**src/rtl/mem_byte_sequencer_pkg.sv**
```systemverilog
// mem_byte_sequencer_pkg: shared state encoding and big-endian lane mapping
package mem_byte_sequencer_pkg;
    typedef enum logic [1:0] {IDLE, RD, WR, FIN} state_e;
    localparam int LANE_BITS = 2;
    // Byte offset 0 sits in bits [31:24], offset 3 in bits [7:0]
    function automatic logic [4:0] lane_lsb(input logic [LANE_BITS-1:0] lane);
        return {~lane, 3'b000};
    endfunction
endpackage

```
**src/rtl/mem_byte_lane_mux.sv**
```systemverilog
// mem_byte_lane_mux: selects the store byte and inserts a read byte into a word
module mem_byte_lane_mux
    import mem_byte_sequencer_pkg::*;
(
    input  logic [31:0]          wdata,
    input  logic [LANE_BITS-1:0] w_lane,
    output logic [7:0]           w_byte,
    input  logic [31:0]          acc,
    input  logic [LANE_BITS-1:0] r_lane,
    input  logic [7:0]           r,
    output logic [31:0]          acc_ins
);
    // Pick the outgoing lane and overwrite the incoming lane of the accumulator
    always_comb begin
        w_byte = wdata[lane_lsb(w_lane) +: 8];
        acc_ins = acc;
        acc_ins[lane_lsb(r_lane) +: 8] = r;
    end
endmodule

```
**src/rtl/mem_byte_sequencer.sv**
```systemverilog
// mem_byte_sequencer: splits word/byte loads and stores into byte-wide memory accesses
module mem_byte_sequencer
    import mem_byte_sequencer_pkg::*;
#(
    parameter int ADDR_W = 8,
    parameter int BYTE_LANES = 4
) (
    input  logic              clk,
    input  logic              reset,
    input  logic              req,
    input  logic              we,
    input  logic              size,
    input  logic [ADDR_W-1:0] addr,
    input  logic [31:0]       wdata,
    output logic [31:0]       rdata,
    output logic              done,
    output logic              err,
    output logic              busy,
    output logic [ADDR_W-1:0] rw_addr,
    output logic [7:0]        w,
    input  logic [7:0]        r,
    output logic              w_en
);
    localparam int CNT_W = $clog2(BYTE_LANES) + 1;
    localparam logic [CNT_W-1:0] WORD_N = CNT_W'(BYTE_LANES);

    state_e state_q, state_d;
    logic [CNT_W-1:0] cnt_q, cnt_d, n, last, off, r_idx;
    logic size_q, size_d, err_q, err_d;
    logic [ADDR_W-1:0] base_q, base_d, last_addr_q, last_addr_d;
    logic [31:0] wdata_q, wdata_d, acc_q, acc_d, rdata_q, rdata_d, acc_ins;
    logic [7:0] w_byte;
    logic [LANE_BITS-1:0] w_lane, r_lane;
    logic active;

    assign n = size_q ? WORD_N : CNT_W'(1);
    assign last = n - CNT_W'(1);
    assign off = (cnt_q > last) ? last : cnt_q;
    assign r_idx = cnt_q - CNT_W'(1);
    assign w_lane = size_q ? cnt_q[LANE_BITS-1:0] : '1;
    assign r_lane = size_q ? r_idx[LANE_BITS-1:0] : '1;
    assign active = (state_q == RD) || (state_q == WR);
    assign rw_addr = active ? base_q + ADDR_W'(off) : last_addr_q;
    assign last_addr_d = rw_addr;
    assign busy = state_q != IDLE;
    assign done = state_q == FIN;
    assign err = done && err_q;
    assign w_en = state_q == WR;
    assign w = w_en ? w_byte : 8'h00;
    assign rdata = rdata_q;

    mem_byte_lane_mux u_lane_mux (
        .wdata   (wdata_q),
        .w_lane  (w_lane),
        .w_byte  (w_byte),
        .acc     (size_q ? acc_q : 32'h0),
        .r_lane  (r_lane),
        .r       (r),
        .acc_ins (acc_ins)
    );

    // Next-state: accept in IDLE, step the byte counter in RD/WR, pulse done in FIN
    always_comb begin
        state_d = state_q;
        cnt_d = cnt_q;
        size_d = size_q;
        err_d = err_q;
        base_d = base_q;
        wdata_d = wdata_q;
        acc_d = acc_q;
        rdata_d = rdata_q;
        case (state_q)
            IDLE: if (req) begin
                size_d = size;
                base_d = addr;
                wdata_d = wdata;
                cnt_d = '0;
                err_d = size && (addr[1:0] != 2'b00);
                state_d = err_d ? FIN : (we ? WR : RD);
            end
            RD: begin
                cnt_d = cnt_q + 1'b1;
                if (cnt_q != '0) acc_d = acc_ins;
                if (cnt_q == n) begin
                    rdata_d = acc_ins;
                    state_d = FIN;
                end
            end
            WR: begin
                cnt_d = cnt_q + 1'b1;
                if (cnt_q == last) state_d = FIN;
            end
            default: state_d = IDLE;
        endcase
    end

    // State and datapath registers; reset aborts any access in flight
    always_ff @(posedge clk or posedge reset) begin
        if (reset) begin
            state_q <= IDLE;
            cnt_q <= '0;
            size_q <= 1'b0;
            err_q <= 1'b0;
            base_q <= '0;
            last_addr_q <= '0;
            wdata_q <= '0;
            acc_q <= '0;
            rdata_q <= '0;
        end else begin
            state_q <= state_d;
            cnt_q <= cnt_d;
            size_q <= size_d;
            err_q <= err_d;
            base_q <= base_d;
            last_addr_q <= last_addr_d;
            wdata_q <= wdata_d;
            acc_q <= acc_d;
            rdata_q <= rdata_d;
        end
    end
endmodule

```
**config.mk**
```make
export PLATFORM = sky130hd
export DESIGN_NAME = mem_byte_sequencer
export DESIGN_NICKNAME = d
export VERILOG_FILES = /design/src/rtl/mem_byte_sequencer_pkg.sv /design/src/rtl/mem_byte_lane_mux.sv /design/src/rtl/mem_byte_sequencer.sv
export SDC_FILE = /design/constraint.sdc
export NUM_CORES = 1
export LEC_CHECK = 0
export CAP_MARGIN = 20
export CORE_ASPECT_RATIO = 1.2
export CORE_MARGIN = 2
export CORE_UTILIZATION = 57
export CTS_CLUSTER_SIZE = 24
export DETAILED_ROUTE_END_ITERATION = 10
export MAX_ROUTING_LAYER = met4
export PLACE_DENSITY = 0.83
export SETUP_SLACK_MARGIN = 0.3
export SLEW_MARGIN = 20
export SYNTH_ARGS = -nofsm -noshare
export SYNTH_HDL_FRONTEND = slang
export SYNTH_SLANG_ARGS = --single-unit
```
**constraint.sdc**
```tcl
create_clock -name clk -period 7 [get_ports clk]
set_clock_uncertainty 0.15 [all_clocks]
set_input_delay 0.7 -clock clk [delete_from_list [all_inputs] [get_ports clk]]
set_output_delay 0.7 -clock clk [all_outputs]
set_load 0.03 [all_outputs]
```
Word level (Yosys, flattened, before mapping). Index checks and enable logic that the tools add are counted.

Add/sub/neg operators: 5. Magnitude comparators: 1. Equal/unequal tests: 8. Shift operators: 3. Mux-type cells: 16. Bitwise operators: 2. Reductions and logical operators: 14.

Operators by type and width (number): 32-bit bitwise mux (1); 32-bit 2-to-1 mux (1); 8-bit by 7-bit variable shift with 32-bit output, first input constant (1); 32-bit by 6-bit indexed part select with 8-bit output (1); 8-bit by 7-bit indexed part select with 32-bit output (1); 8-bit 2-to-1 mux (2); 2-bit 2-to-1 mux (7); 3-bit 2-to-1 mux (3); 8-bit by 3-bit adder with 8-bit output (1); 2-bit AND reduction (4); 5-bit negation with 7-bit output (1); 3-bit == test (2); 2-bit one-hot mux with 3 select lines (1); 3-bit one-hot mux with 2 select lines (1); 2-bit nonzero test (3); 2-bit == test, second input constant (2); 2-bit by 1-bit inequality test with 1-bit output, second input constant (2); 2-bit inverter (2); 3-bit by 1-bit adder with 3-bit output, second input constant (1); 3-bit > comparator (1); 3-bit AND reduction (1); 3-bit nonzero test (1); 3-bit by 1-bit subtractor with 3-bit output, second input constant (1); 2-bit by 1-bit == test with 1-bit output, second input constant (1); 6 further kinds (7).

Register bits after elaboration: 119. Input port bits: 53. Output and inout bits: 52. Logic and storage cells: 58.

Depth between registers and ports, before layout. Gate-level depths: netlist of run 1.

Word-level depth: 6. Gate-level depth with buffers: 13. Gate-level depth less buffers: 12.

Cells and area by module. A second synthesis of run 1 with hierarchy kept.

Cell total of the unflattened synthesis: 472. Area total of the unflattened synthesis: 6067.1 um2.

Modules (own cells, without submodules): mem_byte_sequencer (times used 1, cells an instance 373, area an instance 5281.3 um2, sequential area each 2977.9 um2); mem_byte_lane_mux (times used 1, cells an instance 99, area an instance 785.8 um2, sequential area each 0.0 um2).

Worst setup path after synthesis of run 1. No wires, ideal clock.

Path kind: register -> output. From: register cnt_q[0]. To: output port rw_addr[7]. Data arrival time: 2.777 ns. Data required time: 6.150 ns. Path slack: 3.373 ns. Stages on the path, launching flop included: 13. Path buffers: 1. Path through: dfrtp_1 inv_1 ha_1 buf_2 nor2b_1 o21ai_0 nand2_1 mux2i_1 ha_1 a21o_1 a21oi_1 o21ai_0 a31oi_1.

Word-level cells in the longest chain between the ends: 4.

RTL lines: start: declaration (line mem_byte_sequencer.sv:28) `logic [CNT_W-1:0] cnt_q, cnt_d, n, last, off, r_idx;`; start signal: assignment (line mem_byte_sequencer.sv:111) `cnt_q <= cnt_d;`; 3-bit > comparator (line mem_byte_sequencer.sv:38) `assign off = (cnt_q > last) ? last : cnt_q;`; 3-bit 2-to-1 mux (*) (line mem_byte_sequencer.sv:38); 8-bit by 3-bit adder with 8-bit output (*) (line mem_byte_sequencer.sv:43) `assign rw_addr = active ? base_q + ADDR_W'(off) : last_addr_q;`; 8-bit 2-to-1 mux (*) (line mem_byte_sequencer.sv:43); end: declaration (line mem_byte_sequencer.sv:19) `output logic [ADDR_W-1:0] rw_addr,`.

Every way passes the cells marked *; elsewhere a longest branch is shown, timed or not.

Worst setup path in the final report of run 1. Ends and elaborated chain as after synthesis.

==> impl_results.md, run 1 <==
- Clk pin slew, worst setup/hold paths: 0.05 ns
- DR vias/cell: 5.803
- Wire per inst: 18.44 um
- Post-synthesis cell count: 447
- Fmax: 202.8 MHz
- Final WS setup: 2.069 ns
- Top cell family by delay on the critical path: compound AO/OA/AOI/OAI gates
- Final nets: 616
- Core Rows: 39
- Hold Crit Class: reg2reg
- Clk_lat worst skew: 0.41 ns
- DRT Wirelength: 12540 um
- N_diodes: 0
- Sequential area share after synthesis: 52.27%
- Normalized max-slew margin: 46.68%
- Final Setup Violations: 0
- Most frequent cells in the layout: 119 x dfrtp_1, 104 x clkdlybuf4s50_1, 46 x mux2_2
- First drt pass iteration count: 5
- Internal power: 2.601 mW
- Initial Utilization: 59.26%
- Cell Area, Synth: 5697 um2
- Ys Warns: 0
- DPL Wire Length: 7938 um
- Critical path fanouts, max: 9
- Final hold viol count: 0
- CTS tree: built
- Place WS: 2.522 ns
- Setup TNS: 0 ns
- Critical Path, Cell by Cell: inv_1 -> ha_1 -> nor2b_1 -> o21ai_0 -> nand2_1 -> mux2i_1 -> ha_1 -> a21o_1 -> a21oi_1 -> o21ai_0 -> a31oi_1 -> clkdlybuf4s50_1
- Combinational Power Share: 47.9%
- Layout cells sized above 1: 22.26%
- Yosys reg bits: 119
- Syn nets: 519
- Area grow syn2layout: 28.88%
- CP max stage delay: 0.71 ns
- CP Capture Type: output pin
- Maximum clock path buffer count: 2
- Die area: 10810 um2
- CP startpoint kind: flop
- Final Power: 4.197 mW
- Vias post-DR: 3946
- RSZ-0062 raised after global routing: false
- DRT antenna net count: 0
- Period utilization: 70.44%
- Sw Pwr: 1.596 mW
- Status: complete, no violations
- Postcts setup bufs: 0
- Clock sink count: 119
- Slew @ Worst Pin: 0.7999 ns
- Yosys cell types: 46
- Sequential Power Share: 27.5%
- Cell Pwr Density: 571.6 nW/um2
- Dominant cell type by area after synthesis: dfrtp_1
- Detailed Route Iter0 Violations: 218
- Die Y: 113.5 um
- CP max stage cell: clkdlybuf4s50_1
- Largest net degree at the start of global routing: 65
- WP data arrival: 4.08 ns
- Net Sw Frac: 38.02%
- Period minus WS final: 4.931 ns
- Core ar.: 9613 um2
- Overflow after GRT: 0
- Initial antenna violation count: 0
- CTS Hold Bufs: 0
- Port Buffer Count: 104
- CP Buf/Inv Count: 2
- RePlAce Congestion: 0.8361
- TritonCTS buffer count: 17
- Static leakage: 3.114 nW
- First-pass GRT wire length: 21110 um
- Number of global-route vias before repair: 4207
- Commonest non-fill, non-tap cell in the layout: dfrtp_1
- Die width: 95.26 um
- Remaining DRCs: 0
- Pins Over Slew Limit: 0
- Synthesized area per cell: 12.74 um2
- Top post-synthesis cells by area: dfrtp_1 52%, mux2_2 9.1%, a22o_1 5.1%
- Yosys top cell area share: 52.27%
- # H-tree levels: 4
- CTS root buf: clkbuf_16
- Tot GR Track Use: 26.41%
- Clock power frac: 24.6%
- Crit Path Category: reg2out
- Max cap viols: 0
- Critical Path RT: 6.15 ns
- Maximum VDD drop: 0.4883 mV
- # IOs: 105
- Post-CTS Resized: 0
[worst paths after layout]
path	start	end	slack, ns	cells past startpoint
setup / recovery	cnt_q[0]$_DFFE_PP0P_	rw_addr[7]	2.07	12
hold / removal	acc_q[22]$_DFFE_PP0P_	acc_q[22]$_DFFE_PP0P_	0.35	1
setup reg to reg	cnt_q[0]$_DFFE_PP0P_	last_addr_q[3]$_DFF_PP0_	3.76	11
hold reg to reg	acc_q[22]$_DFFE_PP0P_	acc_q[22]$_DFFE_PP0P_	0.35	1
max in group asynchronous	reset	rdata[21]$_DFFE_PP0P_	4.83	3
min in group asynchronous	reset	wdata_q[11]$_DFFE_PP0P_	0.60	2
[cells by family (layout without fill, tap and decap cells)]
logic type,after synthesis,after routing,share of synthesized area (%)
other,1,1,0.06583
xor gates and xnor gates,6,6,0.9225
adders and majority gates,19,19,4.305
and+or+nand+nor,84,84,7.336
buffers and inverters,41,151,5.952
AOI/OAI and AO/OA,120,120,16.36
muxes,57,57,12.78
DFF,119,119,52.27
[routing by layer]
metal / global-route usage (%) / up-vias / wire length (um)
met5: - / - / 0
met4: 6.570 / 0 / 189
met3: 7.266 / 18 / 792
met2: 44.55 / 150 / 6731
met1: 31.33 / 1958 / 4823
li1: - / 1820 / -
[worst register-to-register path: stages, from the launching register on]
cell and delay (ns):
dfrtp_1 0.41, inv_1 0.14, ha_1 0.57, nor2b_1 0.09, o21ai_0 0.17, nand2_1 0.11
mux2i_1 0.31, ha_1 0.31, a21o_1 0.18, a21oi_1 0.29, xnor2_1 0.11, mux2_2 0.28
[final cells by class]
| cell class | instances | area [um2] |
|---|---|---|
| fill | 595 | 2271 |
| tap | 123 | 153.9 |
| sequential | 119 | 2978 |
| clock buffer | 20 | 456.7 |
| clock inverter | 12 | 246.5 |
| timing repair buffer | 109 | 1079 |
| multi-input combinational | 287 | 2389 |
| inverter | 10 | 40.04 |
[cells in the mapped netlist (all sizes together)]
cell	count
o21a	1
nor2	44
mux2	46
o31ai	1
nand2b	3
nor3	3
or3	1
a211o	1
a22o	33
nor4bb	2
conb	1
xor2	2
xnor2	4
a22oi	32
and2	13
and3	1
nand3	2
clkdlybuf4s25	8
fa	1
nor4b	1
a21o	1
a31oi	1
mux2i	3
a21boi	1
mux4	8
clkbuf	3
a32oi	1
a21oi	38
dfrtp	119
nor2b	2
ha	18
inv	10
o21ai	10
and4b	1
nand2	10
nand4	1
buf	20
[power groups by stage]
stage               clock (mW)  combinational (mW)  sequential (mW)
CTS                       1.04                2.02             1.16
floorplan                    0                1.23             1.31
detailed placement           0                1.98             1.16
finish                    1.03                2.01             1.16
global route              1.07                2.17             1.19
global placement             0                1.93             1.14
[sequential cells by signal, indices dropped and copies added, names as in the netlist, 2 cells and up]
signal       count
acc_q           32
cnt_q            3
state_q          2
last_addr_q      8
rdata           32
base_q           8
wdata_q         32
[metrics by stage]
| stage | utilization [%] | hold slack [ns] | cell area (um2) | cells |
|---|---|---|---|---|
| floorplan | - | 0.3162 | 5697 | 447 |
| global placement | 69.06 | 0.3317 | 6639 | 648 |
| detailed placement | 69.06 | 0.3319 | 6639 | 648 |
| CTS | 76.38 | 0.3498 | 7342 | 680 |
| global route | 76.38 | 0.3631 | 7342 | 680 |
| finish | 76.38 | 0.3488 | 7342 | 680 |
No activity file was read; power rests on OpenSTA's default activity.
==> inputs of run 2 (changes only) <==
- CORE_UTILIZATION: 57 -> 53
- PLACE_DENSITY: 0.83 -> 0.78
- clock period: 7 -> 5.1 ns (I/O delays scaled with it)
==> run 2 against run 1 <==
Flip-flop and latch count stayed put. Sequential power is 36% higher. First-iteration DRC count is 23% lower. Die area is 7.3% higher. Utilization is 7.6 points lower. Count of clock-buffer cells in the layout is 1 lower. Critical endpoint is now rw_addr[6]. Largest power group unchanged.
==> impl_results.md, run 2 (synthesis results as in run 1) <==
- Critical path fanouts, max: 6
- Placed insts: 654
- DRT antenna net count: 0
- WP data arrival: 3.88 ns
- CP Capture Type: output pin
- Pins Over Slew Limit: 0
- First drt pass iteration count: 4
- DR vias/cell: 5.704
- CTS Hold Bufs: 0
- DPL Wire Length: 8023 um
- Core ar.: 10520 um2
- Normalized max-slew margin: 45.86%
- Maximum clock path buffer count: 2
- N_diodes: 0
- Worst reg-to-reg setup slack: 2.04 ns
- Initial antenna violation count: 0
- Initial Utilization: 54.17%
- CP startpoint kind: flop
- Final Setup Violations: 0
- Clock power frac: 21.0%
- Overflow after GRT: 0
- CTS tree: built
- Clk_lat worst skew: 0.41 ns
- Most frequent cells in the layout: 119 x dfrtp_1, 103 x clkdlybuf4s50_1, 46 x mux2_2
- Final WS setup: 0.5582 ns
- Die Y: 117.6 um
- Cell Pwr Density: 752.4 nW/um2
- Die width: 98.64 um
- Post-Layout Cell Count: 686
- Port Buffer Count: 104
- WL met2: 5973 um
- Min-Delay Path Depth: 1
- Commonest non-fill, non-tap cell in the layout: dfrtp_1
- # IOs: 105
- Tot GR Track Use: 22.00%
- Wire per inst: 17.02 um
- Net Sw Frac: 39.34%
- Top layer reached by signal wires: met4
- Static leakage: 3.061 nW
- Maximum VDD drop: 0.5561 mV
- Clock sink count: 119
- Period utilization: 89.06%
- Hold Path End: acc_q[29]$_DFFE_PP0P_
- Met3 wire length: 701 um
- Area grow syn2layout: 26.95%
- Clk pin slew, worst setup/hold paths: 0.05 ns
- RePlAce Congestion: 0.8192
- Hold Crit Class: reg2reg
- Final nets: 616
- Hold wc startpoint: acc_q[29]$_DFFE_PP0P_
- Die area: 11600 um2
- Reg2Reg Depth: 7
- DRT Wirelength: 11680 um
- TritonCTS buffer count: 17
- Sequential Power Share: 29.0%
- Place WS: 1.031 ns
- Number of global-route vias before repair: 4068
- Wire length on met1: 4776 um
- Vias post-DR: 3913
- Hold slack: 0.3471 ns
- Period minus WS final: 4.542 ns
- Critical R2R Capture: acc_q[2]$_DFFE_PP0P_
- Fmax: 220.2 MHz
- Largest net degree at the start of global routing: 92
- Internal power: 3.300 mW
- Critical Path RT: 4.44 ns
- RSZ-0062 raised after global routing: false
- Layout cells sized above 1: 22.44%
- Core Rows: 41
- Final hold viol count: 0
- Sw Pwr: 2.141 mW
- First-pass GRT wire length: 19620 um
- # H-tree levels: 4
- Status: complete, no violations
- Postcts setup bufs: 0
- Setup TNS: 0 ns
- Slew @ Worst Pin: 0.8006 ns
- Remaining DRCs: 0
- Crit Path Category: reg2out
- CTS root buf: clkbuf_16
- R2r startpoint: cnt_q[1]$_DFFE_PP0P_
- Combinational Power Share: 50.0%
- Detailed Route Iter0 Violations: 167
- Max cap viols: 0
[run 2: cell types whose count changed in the layout (fill, tap and decap cells not counted)]
| cell | before | now |
|---|---|---|
| clkdlybuf4s50_1 | 104 | 103 |
| inv_6 | 0 | 1 |
| nor4bb_2 | 0 | 1 |
| dlymetal6s2s_1 | 0 | 1 |
| inv_4 | 1 | 0 |
| clkinv_2 | 1 | 5 |
| nor4bb_1 | 2 | 1 |
| clkinvlp_4 | 3 | 5 |
| bufinv_16 | 7 | 2 |
| clkbuf_8 | 2 | 1 |
[run 2: cell type report]
type                            instances  area (um2)
Multi-Input combinational cell        287        2395
Sequential cell                       119        2978
Clock inverter                         13       131.4
Tap cell                              129       161.4
Clock buffer                           19       442.9
Timing Repair Buffer                  109        1081
Inverter                               10       42.54
Fill cell                             753        3284
[run 2: what timing repair did]
item,CTS,global route
resized for setup,0,1
setup endpoints to repair,0,1
endpoints found under the hold margin,0,0
[run 2: power by group through the flow]
stage,combinational (mW),sequential (mW),clock (mW)
after floorplan,1.69,1.79,0
after global placement,2.65,1.57,0
after detailed placement,2.73,1.59,0
after CTS,2.75,1.58,1.16
after global routing,2.93,1.63,1.20
final,2.72,1.58,1.14
[run 2: worst max path at each step]
stage,from,end,slack (ns),cells past startpoint
2_1_floorplan,reset,acc_q[0]$_DFFE_PP0P_,1.28,1
3_3_place_gp,cnt_q[1]$_DFFE_PP0P_,rw_addr[7],1.16,12
3_5_place_dp,cnt_q[1]$_DFFE_PP0P_,rw_addr[6],1.03,13
4_1_cts,cnt_q[1]$_DFFE_PP0P_,rw_addr[6],0.53,13
5_1_grt,cnt_q[1]$_DFFE_PP0P_,rw_addr[6],0.31,13
6_report,cnt_q[1]$_DFFE_PP0P_,rw_addr[6],0.56,13
[run 2: layer usage]
layer	vias to the layer above	global-route usage (%)
li1	1816	-
met1	1920	26.98
met2	151	35.46
met3	26	5.463
met4	0	8.048
met5	-	-
[run 2: critical path, cell delays in order, from the launching register on]
cell and delay [ns]:
dfrtp_1 0.48, inv_1 0.13, ha_1 0.33, nor2b_1 0.14, o21ai_0 0.14, nand2_1 0.13
mux2i_1 0.15, ha_1 0.23, fa_1 0.42, a21oi_1 0.21, nor2_1 0.09, xnor2_1 0.12
a21oi_1 0.19, clkdlybuf4s50_1 0.71
[run 2: metrics by stage]
step	area, um2	utilization, %	power (mW)
finish	7232	68.77	5.441
floorplan	5697	-	3.489
global placement	6646	63.20	4.220
CTS	7227	68.72	5.494
detailed placement	6653	63.26	4.322
global route	7232	68.77	5.762
